### config.mk
export PLATFORM = sky130hd
export DESIGN_NAME = fifo16_read_unloader
export DESIGN_NICKNAME = d
export VERILOG_FILES = /design/src/rtl/fifo16_read_unloader.sv
export SDC_FILE = /design/constraint.sdc
export NUM_CORES = 1
export LEC_CHECK = 0
export ABC_AREA = 1
export BUFFER_PORTS_ARGS = -buffer_cell sky130_fd_sc_hd__buf_4
export CORE_MARGIN = 2
export CORE_UTILIZATION = 45
export DETAILED_ROUTE_END_ITERATION = 7
export GPL_TIMING_DRIVEN = 0
export PLACE_DENSITY = 0.67
export RECOVER_POWER = 25
export SYNTH_ARGS = -nofsm -noshare
export SYNTH_HDL_FRONTEND = slang
export SYNTH_SLANG_ARGS = --single-unit
### constraint.sdc
create_clock -name CLK -period 4.23 [get_ports CLK]
set_clock_uncertainty 0.05 [all_clocks]
set_input_delay 0.423 -clock CLK [delete_from_list [all_inputs] [get_ports CLK]]
set_output_delay 0.423 -clock CLK [all_outputs]
set_load 0.01 [all_outputs]
### src/rtl/fifo16_read_unloader.sv
// fifo16_read_unloader
// ---------------------------------------------------------------------------
// Read-side unloader for a FIFO16 primitive used in standard (registered
// output, non first-word-fall-through) mode. Everything runs on the FIFO
// read clock.
//
// The block issues FIFO_RDEN whenever the FIFO is not empty and there is
// room for the word in a 4-entry skid buffer. Room means buffered words
// plus reads still in flight. Each returned word is captured READ_LATENCY
// cycles after its read was sampled, parity-checked per byte and pushed into
// the buffer. The buffer head is presented on a valid/ready stream.
//
// Parameters:
//   READ_LATENCY  cycles from a sampled FIFO_RDEN to valid FIFO_DO/DOP (1 or 2)
//   PARITY_CHECK  1 = even parity per byte checked, 0 = PAR_ERR held low
//   COUNT_WIDTH   width of the delivered-word counter
//
// Ports:
//   CLK            read clock (same net as FIFO16 RDCLK)
//   RST            synchronous active-high reset
//   FIFO_DO        FIFO16 data out
//   FIFO_DOP       FIFO16 parity out
//   FIFO_EMPTY     FIFO16 empty flag
//   FIFO_RDERR     FIFO16 read error (underflow) flag
//   FIFO_RDEN      read enable to the FIFO16
//   M_DATA         stream data (buffer head)
//   M_PAR          stream parity bits (buffer head)
//   M_VALID        buffer head is valid
//   M_READY        consumer accepts when M_VALID && M_READY
//   PAR_ERR        sticky parity mismatch flag
//   UNDERFLOW_ERR  sticky flag, set when a captured word carried RDERR
//   WORD_COUNT     number of stream handshakes, wraps naturally
// ---------------------------------------------------------------------------
module fifo16_read_unloader #(
    parameter int READ_LATENCY = 1,
    parameter int PARITY_CHECK = 1,
    parameter int COUNT_WIDTH  = 16
) (
    input  logic                   CLK,
    input  logic                   RST,
    input  logic [31:0]            FIFO_DO,
    input  logic [3:0]             FIFO_DOP,
    input  logic                   FIFO_EMPTY,
    input  logic                   FIFO_RDERR,
    output logic                   FIFO_RDEN,
    output logic [31:0]            M_DATA,
    output logic [3:0]             M_PAR,
    output logic                   M_VALID,
    input  logic                   M_READY,
    output logic                   PAR_ERR,
    output logic                   UNDERFLOW_ERR,
    output logic [COUNT_WIDTH-1:0] WORD_COUNT
);

    localparam int DEPTH = 4;

    // One valid bit per outstanding read. A read enters at bit 0 and its
    // data is on FIFO_DO when it reaches the tail bit.
    logic [READ_LATENCY-1:0] pipe;
    logic [1:0]              inflight;
    logic                    tail;

    // Skid buffer: data and parity kept together as {DOP, DO}.
    logic [35:0] storage [DEPTH];
    logic [1:0]  wr_ptr;
    logic [1:0]  rd_ptr;
    logic [2:0]  count;

    logic        push;
    logic        pop;
    logic        drop;
    logic [3:0]  expected_par;
    logic        par_mismatch;
    logic [3:0]  credit_used;

    logic        par_err_q;
    logic        underflow_q;
    logic [COUNT_WIDTH-1:0] word_count_q;

    // Count of reads that have been issued but whose data has not yet been
    // captured. At most two for the supported latencies.
    always_comb begin
        inflight = '0;
        for (int i = 0; i < READ_LATENCY; i++) begin
            inflight = inflight + 2'(pipe[i]);
        end
    end

    assign tail = pipe[READ_LATENCY-1];

    // Credit check: every issued read already owns a buffer slot, so the
    // buffer can never overflow. A pop happening in the same cycle is not
    // counted as free space; this keeps the issue path short and a
    // two-cycle pipe still fits within four slots at full rate.
    assign credit_used = {1'b0, count} + {2'b00, inflight};
    assign FIFO_RDEN   = !RST && !FIFO_EMPTY && (credit_used < 4'(DEPTH));

    // Even parity per byte: the DOP bit equals the XOR of its byte.
    always_comb begin
        expected_par = '0;
        for (int b = 0; b < 4; b++) begin
            expected_par[b] = ^FIFO_DO[8*b +: 8];
        end
    end

    assign par_mismatch = (PARITY_CHECK != 0) && (expected_par != FIFO_DOP);

    // A word that comes back flagged with RDERR is garbage from an empty
    // FIFO, so it is dropped rather than buffered.
    assign push = tail && !FIFO_RDERR;
    assign drop = tail &&  FIFO_RDERR;
    assign pop  = M_VALID && M_READY;

    // In-flight pipe. Clearing it on reset discards any read still on its
    // way back, so that data is never written.
    always_ff @(posedge CLK) begin
        if (RST) begin
            pipe <= '0;
        end else begin
            for (int i = READ_LATENCY - 1; i > 0; i--) begin
                pipe[i] <= pipe[i-1];
            end
            pipe[0] <= FIFO_RDEN;
        end
    end

    // Buffer storage and pointers. Words are stored unmodified even when
    // their parity is wrong; the error is reported through PAR_ERR only.
    always_ff @(posedge CLK) begin
        if (RST) begin
            wr_ptr <= '0;
            rd_ptr <= '0;
            for (int i = 0; i < DEPTH; i++) begin
                storage[i] <= '0;
            end
        end else begin
            if (push) begin
                storage[wr_ptr] <= {FIFO_DOP, FIFO_DO};
                wr_ptr          <= wr_ptr + 2'd1;
            end
            if (pop) begin
                rd_ptr <= rd_ptr + 2'd1;
            end
        end
    end

    // Occupancy. A simultaneous push and pop leaves it unchanged; a pop
    // needs count >= 1, so the pushed slot is never the one being read.
    always_ff @(posedge CLK) begin
        if (RST) begin
            count <= '0;
        end else begin
            case ({push, pop})
                2'b10:   count <= count + 3'd1;
                2'b01:   count <= count - 3'd1;
                default: count <= count;
            endcase
        end
    end

    // Sticky error flags and the delivered-word counter. The flags are
    // cleared only by reset.
    always_ff @(posedge CLK) begin
        if (RST) begin
            par_err_q    <= 1'b0;
            underflow_q  <= 1'b0;
            word_count_q <= '0;
        end else begin
            if (push && par_mismatch) begin
                par_err_q <= 1'b1;
            end
            if (drop) begin
                underflow_q <= 1'b1;
            end
            if (pop) begin
                word_count_q <= word_count_q + COUNT_WIDTH'(1);
            end
        end
    end

    // The head entry is read straight from registers, so it holds steady
    // while the consumer stalls.
    assign M_VALID       = (count != 3'd0);
    assign {M_PAR, M_DATA} = storage[rd_ptr];
    assign PAR_ERR       = par_err_q;
    assign UNDERFLOW_ERR = underflow_q;
    assign WORD_COUNT    = word_count_q;

    // The credit check must make a push into a full buffer impossible.
    a_no_overflow: assert property (@(posedge CLK) disable iff (RST)
        !(push && (count == 3'(DEPTH)) && !pop));

endmodule
==> reports/metrics.csv, run 1 <==
metric;value;unit
fin area;0.00993;sq mm
number of global-route vias before repair;6182;
# clock sinks;172;
gpl congestion;0.795;
Final Setup Violations;0;
critical path capture point type;primary output;
H-tree level count;4;
register area;0.00488;sq mm
Remaining Overflow, GRT;0;
Crit Reg-Reg Endpoint;storage[0][33];
WS Path Type;flip-flop to primary output;
initial antenna violation count;0;
reg2reg path depth;10;
Final min period;2840;ps
synth warn;0;
Layout Cells excl Fill;1246;
final number of hold-violating endpoints;0;
Post-synth ARST share;0;
unique cell type count in the Yosys netlist;39;
clk slew on worst S/H paths;60;ps
Synth Area in XOR/XNOR;0.00842;
Max clock buf depth;2;
Avg Cell Area, Syn;9.42;sq um
CTS tree;yes;
cts repair resizes;0;
combinational power share;0.167;
Routed WL;19.9;mm
I/O pin count;97;
num rows;49;
share of layout cells above drive strength 1;0.193;
r2r startpoint;pipe;
simple-gate area share of the yosys netlist;0.224;
Chip Width;140;microns
Post-Synthesis Cells;883;
Top FF cell, synth;edfxtp_1;
#FFs+latches synth;172;
Slew Viols, Final;0;
post-CTS setup buffers;0;
Post-Synth Adder-Cell Area;0.00541;
WL/cell;16.0;microns
worst-margin pin slew;1390;ps
CTS hold repair buffers;0;
Num CTS Buffers;17;
Leakage Power;3.88;nW
combinational family with the most area after synthesis;simple AND/OR/NAND/NOR gates;
Hold WC Path Type;primary input to flip-flop;
Worst setup SP type;flip-flop;
Switching Share;0.266;
overall power;4.29;mW
fmax;352;MHz
die area;0.0196;sq mm
# nets final;1048;
IO Port Bufs;96;
Initial DRC Count;531;
Clk pwr share;0.383;
Antenna Violating Nets Remaining;0;
max_slew headroom;0.0751;
period utilization;0.671;
sequential element share of the synthesized area;0.587;
placed inst area;0.00950;sq mm
status;completed;
DR DRC count;0;
Post-synth EDFFs;144;
area fraction in compound gates after synthesis;0.0973;
global-route wire length before repair;31.3;mm
Vias per Instance;5.17;
root buffer cell;clkbuf_16;
mux contribution to synthesized area;0;
Flop pwr share;0.450;
post-DP HPWL;13.4;mm
maximum resistive drop on vdd;0.000316;V
unrepaired setup endpoints after global routing;false;
largest net degree at the start of global routing;31;
pwr/cell area;432;mW/mm^2
clock latency on the worst-skew pair;440;ps
multi-input logic area;0.00274;sq mm
Int Pwr;3.15;mW
cell total after placement;1214;
Arr. time, crit path;2370;ps
Area Growth Syn to Fin;19.4;%
critical path required time;3760;ps
ant diodes;0;
CP endpoint;M_PAR[0];
Mapped Nets;927;
CP Max Fanout;10;
core region area;0.0180;sq mm
Psw;1.14;mW
Worst R2R Setup Slack;1450;ps
initial core utilization;0.462;
DR pass1 iterations;5;
vias;6446;
Post-Syn Area;0.00832;sq mm
Chip Height;140;microns
maxcap violations;0;
Fillers;1686;
gr usage total;0.206;
-- logic make-up after synthesis --
group                    Yosys count
AND/OR/NAND/NOR                  391
buffers and inverters            158
flip-flops                       172
adder cells (fa/ha/maj)            3
XOR/XNOR                           8
AO/OA/AOI/OAI                    151
-- through the flow --
stage / worst slack (ps) / util / hold WS, ps / setup TNS (ps)
6_report: 1390 / 0.551 / 106 / 0
2_1_floorplan: 385 / - / 386 / 0
3_5_place_dp: 1860 / 0.527 / 393 / 0
5_1_grt: 1170 / 0.551 / 112 / 0
3_3_place_gp: -1980 / 0.518 / 392 / -177690
4_1_cts: 1460 / 0.562 / 99.2 / 0
-- synth_stat cells, types with 3 or more instances --
| cell | instances | area, sq um |
|---|---|---|
| nand3_1 | 13 | 65.1 |
| edfxtp_1 | 144 | 4320 |
| buf_6 | 6 | 67.6 |
| nor4_1 | 3 | 18.8 |
| inv_2 | 18 | 67.6 |
| nor2_2 | 41 | 257 |
| buf_2 | 4 | 20.0 |
| o21ai_0 | 88 | 440 |
| clkbuf_1 | 25 | 93.8 |
| nor2_1 | 173 | 649 |
| o21ai_1 | 3 | 15.0 |
| nor3_1 | 7 | 35.0 |
| a21oi_1 | 20 | 100 |
| buf_1 | 3 | 11.3 |
| nand2_1 | 118 | 443 |
| xor2_1 | 6 | 52.6 |
| nor2_4 | 22 | 248 |
| o22ai_1 | 36 | 225 |
| dfxtp_1 | 28 | 561 |
| nand4_1 | 3 | 18.8 |
| inv_1 | 99 | 372 |
-- routing by layer --
metal / track usage / up-vias / wire [microns]
met5: 0 / - / 0
met4: 0.0732 / 0 / 388
met3: 0.0397 / 32 / 1220
met2: 0.347 / 226 / 9650
met1: 0.266 / 3037 / 8670
li1: - / 3151 / -
-- cell type report --
type | instances | share of cell area
Timing Repair Buffer | 102 | 0.0780
Buffer | 38 | 0.0168
Inverter | 120 | 0.0456
Sequential cell | 172 | 0.492
Clock buffer | 17 | 0.0428
Multi-Input combinational cell | 553 | 0.276
Clock inverter | 15 | 0.0200
Tap cell | 229 | 0.0288
-- power by group through the flow --
stage	clock (mW)	combinational (mW)	sequential, mW
3_5_place_dp	0	0.739	1.97
2_1_floorplan	0	0.402	1.97
6_report	1.64	0.717	1.93
5_1_grt	1.71	0.785	1.94
3_3_place_gp	0	0.712	1.98
4_1_cts	1.65	0.744	1.93
-- state kept, by name (all words and copies together), names as in the netlist, named ones only --
signal	cells
PAR_ERR	1
WORD_COUNT	16
rd_ptr	2
wr_ptr	2
count	3
UNDERFLOW_ERR	1
storage	144
pipe	1
-- cells in the final DEF, fill, tap and decap left out, types with 4 or more instances in the layout --
master	count
clkbuf_1	51
buf_6	4
nor2_1	182
bufinv_16	4
buf_4	76
inv_2	13
nand4_1	4
nand2_1	119
xor2_1	6
o21ai_0	86
nand3_1	14
nor2_2	34
nor2_4	20
edfxtp_1	144
inv_1	104
o22ai_1	36
clkbuf_16	17
clkinvlp_4	5
nor3_1	8
clkinv_2	4
a21oi_1	20
dfxtp_1	28
-- worst max-delay path, cell delays in order (launching register included) --
cell,delay (ps)
dfxtp_1,300
clkbuf_1,260
inv_1,350
clkbuf_1,400
o21ai_0,160
o22ai_1,280
buf_4,190
-- how the worst min path moves through the flow --
| stage | slack [ps] | to | cells after the start | from |
|---|---|---|---|---|
| 2_1_floorplan | 390 | flip-flop | 2 | rd_ptr[1] |
| 3_3_place_gp | 390 | PAR_ERR | 2 | PAR_ERR |
| 3_5_place_dp | 390 | PAR_ERR | 2 | PAR_ERR |
| 4_1_cts | 100 | pipe | 2 | FIFO_EMPTY |
| 5_1_grt | 110 | pipe | 2 | FIFO_EMPTY |
| 6_report | 110 | pipe | 2 | FIFO_EMPTY |
Note: power is estimated with default switching activity, not from simulation.
==> run 2, diff against run 1 <==
Settings changed: ABC_AREA 1 to 0, PLACE_DENSITY 0.67 to 0.68.
Clock period 4.23 ns to 2.75 ns, I/O delays scaled along.
==> reports/metrics.csv, run 2 <==
metric;value;unit;change
Post-Syn Area;0.00757;sq mm;was 0.00832 sq mm
core region area;0.0165;sq mm;was 0.0180 sq mm
number of flip-flops in the largest register;144;;unchanged
largest net degree at the start of global routing;37;;was 31
post-CTS setup buffers;0;;unchanged
critical path required time;2420;ps;was 3760 ps
# clock sinks;172;;unchanged
worst-margin pin slew;1160;ps;was 1390 ps
gr usage total;0.192;;was 0.206
CP Max Fanout;10;;unchanged
global-route wire length before repair;25.6;mm;was 31.3 mm
CP most frequent cell;buf_2;;was clkbuf_1
die area;0.0179;sq mm;was 0.0196 sq mm
clk slew on worst S/H paths;60;ps;about the same
register area;0.00488;sq mm;unchanged
initial antenna violation count;0;;unchanged
Avg Cell Area, Syn;13.7;sq um;was 9.42 sq um
critical path capture point type;primary output;;unchanged
DR pass1 iterations;5;;unchanged
post-synth top area share;0.571;;was 0.520
root buffer cell;clkbuf_16;;unchanged
maximum resistive drop on vdd;0.000468;V;was 0.000316 V
gpl congestion;0.760;;was 0.795
Worst setup SP type;flip-flop;;unchanged
most frequent cells in the layout;edfxtp_1 (144), nor2_1 (94), buf_4 (77);;was nor2_1 (182), edfxtp_1 (144), nand2_1 (119)
vias;4535;;was 6446
critical path cell sequence;buf_2 -> buf_2 -> mux4_2 -> buf_4;;was clkbuf_1 -> inv_1 -> clkbuf_1 -> o21ai_0 -> o22ai_1 -> buf_4
clock latency on the worst-skew pair;420;ps;was 440 ps
Psw;1.64;mW;was 1.14 mW
slowest CP cell;mux4_2;;was clkbuf_1
Vias per Instance;5.03;;was 5.17
Fillers;1395;;was 1686
Flop pwr share;0.458;;was 0.450
synth warn;0;;unchanged
Remaining Overflow, GRT;0;;unchanged
Chip Width;134;microns;was 140 microns
CP max stage delay;580;ps;was 400 ps
Hold WC Path Type;primary input to flip-flop;;unchanged
Post-Synthesis Cells;552;;was 883
Max clock buf depth;2;;unchanged
I/O pin count;97;;unchanged
Antenna Violating Nets Remaining;0;;unchanged
Slew Viols, Final;0;;unchanged
commonest non-fill, non-tap cell in the layout;edfxtp_1;;was nor2_1
Worst Slack Setup Final;278;ps;was 1390 ps
Initial DRC Count;342;;was 531
Final min period;2470;ps;
final number of hold-violating endpoints;0;;unchanged
synth top area cells;edfxtp_1 (57%), mux4_2 (11%), dfxtp_1 (7.4%);;was edfxtp_1 (52%), nor2_1 (7.8%), dfxtp_1 (6.7%)
Final Setup Violations;0;;unchanged
r2r startpoint;pipe;;unchanged
CP Buf/Inv Count;3;;was 4
status;completed;;unchanged
Area Growth Syn to Fin;19.9;%;was 19.4%
post-DP HPWL;10.6;mm;was 13.4 mm
fmax;405;MHz;
count leader, synth;edfxtp_1;;was nor2_1
Routed WL;16.2;mm;was 19.9 mm
unique cell type count in the Yosys netlist;38;;was 39
Arr. time, crit path;2150;ps;was 2370 ps
largest area contributor in the netlist;edfxtp_1;;unchanged
Layout Cells excl Fill;902;;was 1246
Top reg by flops;storage;;unchanged
period utilization;0.899;;
Post-synth EDFFs;144;;unchanged
Clk pwr share;0.348;;was 0.383
DR DRC count;0;;unchanged
Mapped Nets;596;;was 927
Setup Slack @ Placement;-27.1;ps;was 1860 ps
Switching Share;0.250;;was 0.266
CTS tree;yes;;unchanged
maxcap violations;0;;unchanged
H-tree level count;4;;unchanged
num rows;47;;was 49
number of global-route vias before repair;4839;;was 6182
IO Port Bufs;95;;was 96
#FFs+latches synth;172;;unchanged
max_slew headroom;0.225;;was 0.0751
sequential element share of the synthesized area;0.645;;was 0.587
initial core utilization;0.458;;was 0.462
fin util;0.550;;was 0.551
share of layout cells above drive strength 1;0.227;;was 0.193
Chip Height;134;microns;was 140 microns
Post-synth ARST share;0;;unchanged
Top FF cell, synth;edfxtp_1;;unchanged
multi-input logic area;0.00237;sq mm;was 0.00274 sq mm
WL/cell;17.9;microns;was 16.0 microns
pwr/cell area;723;mW/mm^2;was 432 mW/mm^2
# nets final;713;;was 1048
Post-synth top cells;edfxtp_1 (144), nor2_1 (93), inv_1 (45);;was nor2_1 (173), edfxtp_1 (144), nand2_1 (118)
Num CTS Buffers;17;;unchanged
combinational power share;0.193;;was 0.167
Worst Hold Launch;FIFO_RDERR;;was FIFO_EMPTY
cell total after placement;869;;was 1214
Int Pwr;4.92;mW;was 3.15 mW
ant diodes;0;;unchanged
unrepaired setup endpoints after global routing;false;;unchanged
Leakage Power;3.47;nW;was 3.88 nW
WS Path Type;flip-flop to primary output;;unchanged
cell family with most CP delay;buffers and inverters;;unchanged
-- run 2: path summary, 6_finish.rpt --
| path | cells after the start | slack, ps | endpoint |
|---|---|---|---|
| setup / recovery | 4 | 280 | M_DATA[5] |
| hold / removal | 3 | 100 | UNDERFLOW_ERR |
| setup reg to reg | 6 | 360 | storage[2][25] |
| hold reg to reg | 2 | 450 | PAR_ERR |
-- run 2: power groups by stage --
stage	sequential [mW]	combinational [mW]	clock (mW)
floorplan	3.05	0.822	0
global placement	3.06	1.29	0
detailed placement	3.07	1.32	0
CTS	3.01	1.33	2.31
global route	3.02	1.39	2.43
finish	3.01	1.27	2.29
-- run 2: cell families (layout without fill, tap and decap cells) --
| kind of cell | after synthesis | after routing | synth area share |
|---|---|---|---|
| buffers and inverters | 72 | 202 | 0.0398 |
| adder cells (fa/ha/maj) | 3 | 3 | 0.00595 |
| XOR/XNOR | 46 | 46 | 0.0568 |
| AO/OA/AOI/OAI | 20 | 20 | 0.0159 |
| AND/OR/NAND/NOR | 202 | 202 | 0.128 |
| multiplexers | 37 | 37 | 0.108 |
| flip-flops | 172 | 172 | 0.645 |
-- run 2: layout make-up --
class | count | share of cell area
clock inverter | 14 | 0.0142
sequential | 172 | 0.538
clock buffer | 18 | 0.0473
timing repair buffer | 98 | 0.0774
buffer | 27 | 0.0134
multi-input combinational | 308 | 0.261
tap | 220 | 0.0303
inverter | 45 | 0.0186
-- run 2: routing by layer --
metal / routed length, microns / share of wire / global-route usage
met4: 126 / 0.0078 / 0.0544
met5: 0 / 0 / 0
met3: 1170 / 0.072 / 0.0559
met2: 8400 / 0.52 / 0.335
met1: 6490 / 0.40 / 0.234
-- run 2: what timing repair did --
item                                    CTS  global route
resized for setup                         0             1
hold endpoints to repair                  1             0
endpoints found under the setup margin    0            34
hold buffers                              1             0
-- run 2: worst min-delay path, stage by stage --
cell and delay [ps]:
buf_4 90, a21oi_1 60, nor2_1 100
-- run 2: metrics by stage --
stage | hold WS (ps) | setup TNS, ps | power [mW] | cell area (sq um)
detailed placement | 402 | -906 | 4.39 | 8640
CTS | 84.2 | 0 | 6.65 | 9210
floorplan | 302 | 0 | 3.87 | 7580
global route | 94.6 | 0 | 6.84 | 9080
global placement | 405 | -25680 | 4.35 | 8570
finish | 97.6 | 0 | 6.57 | 9080
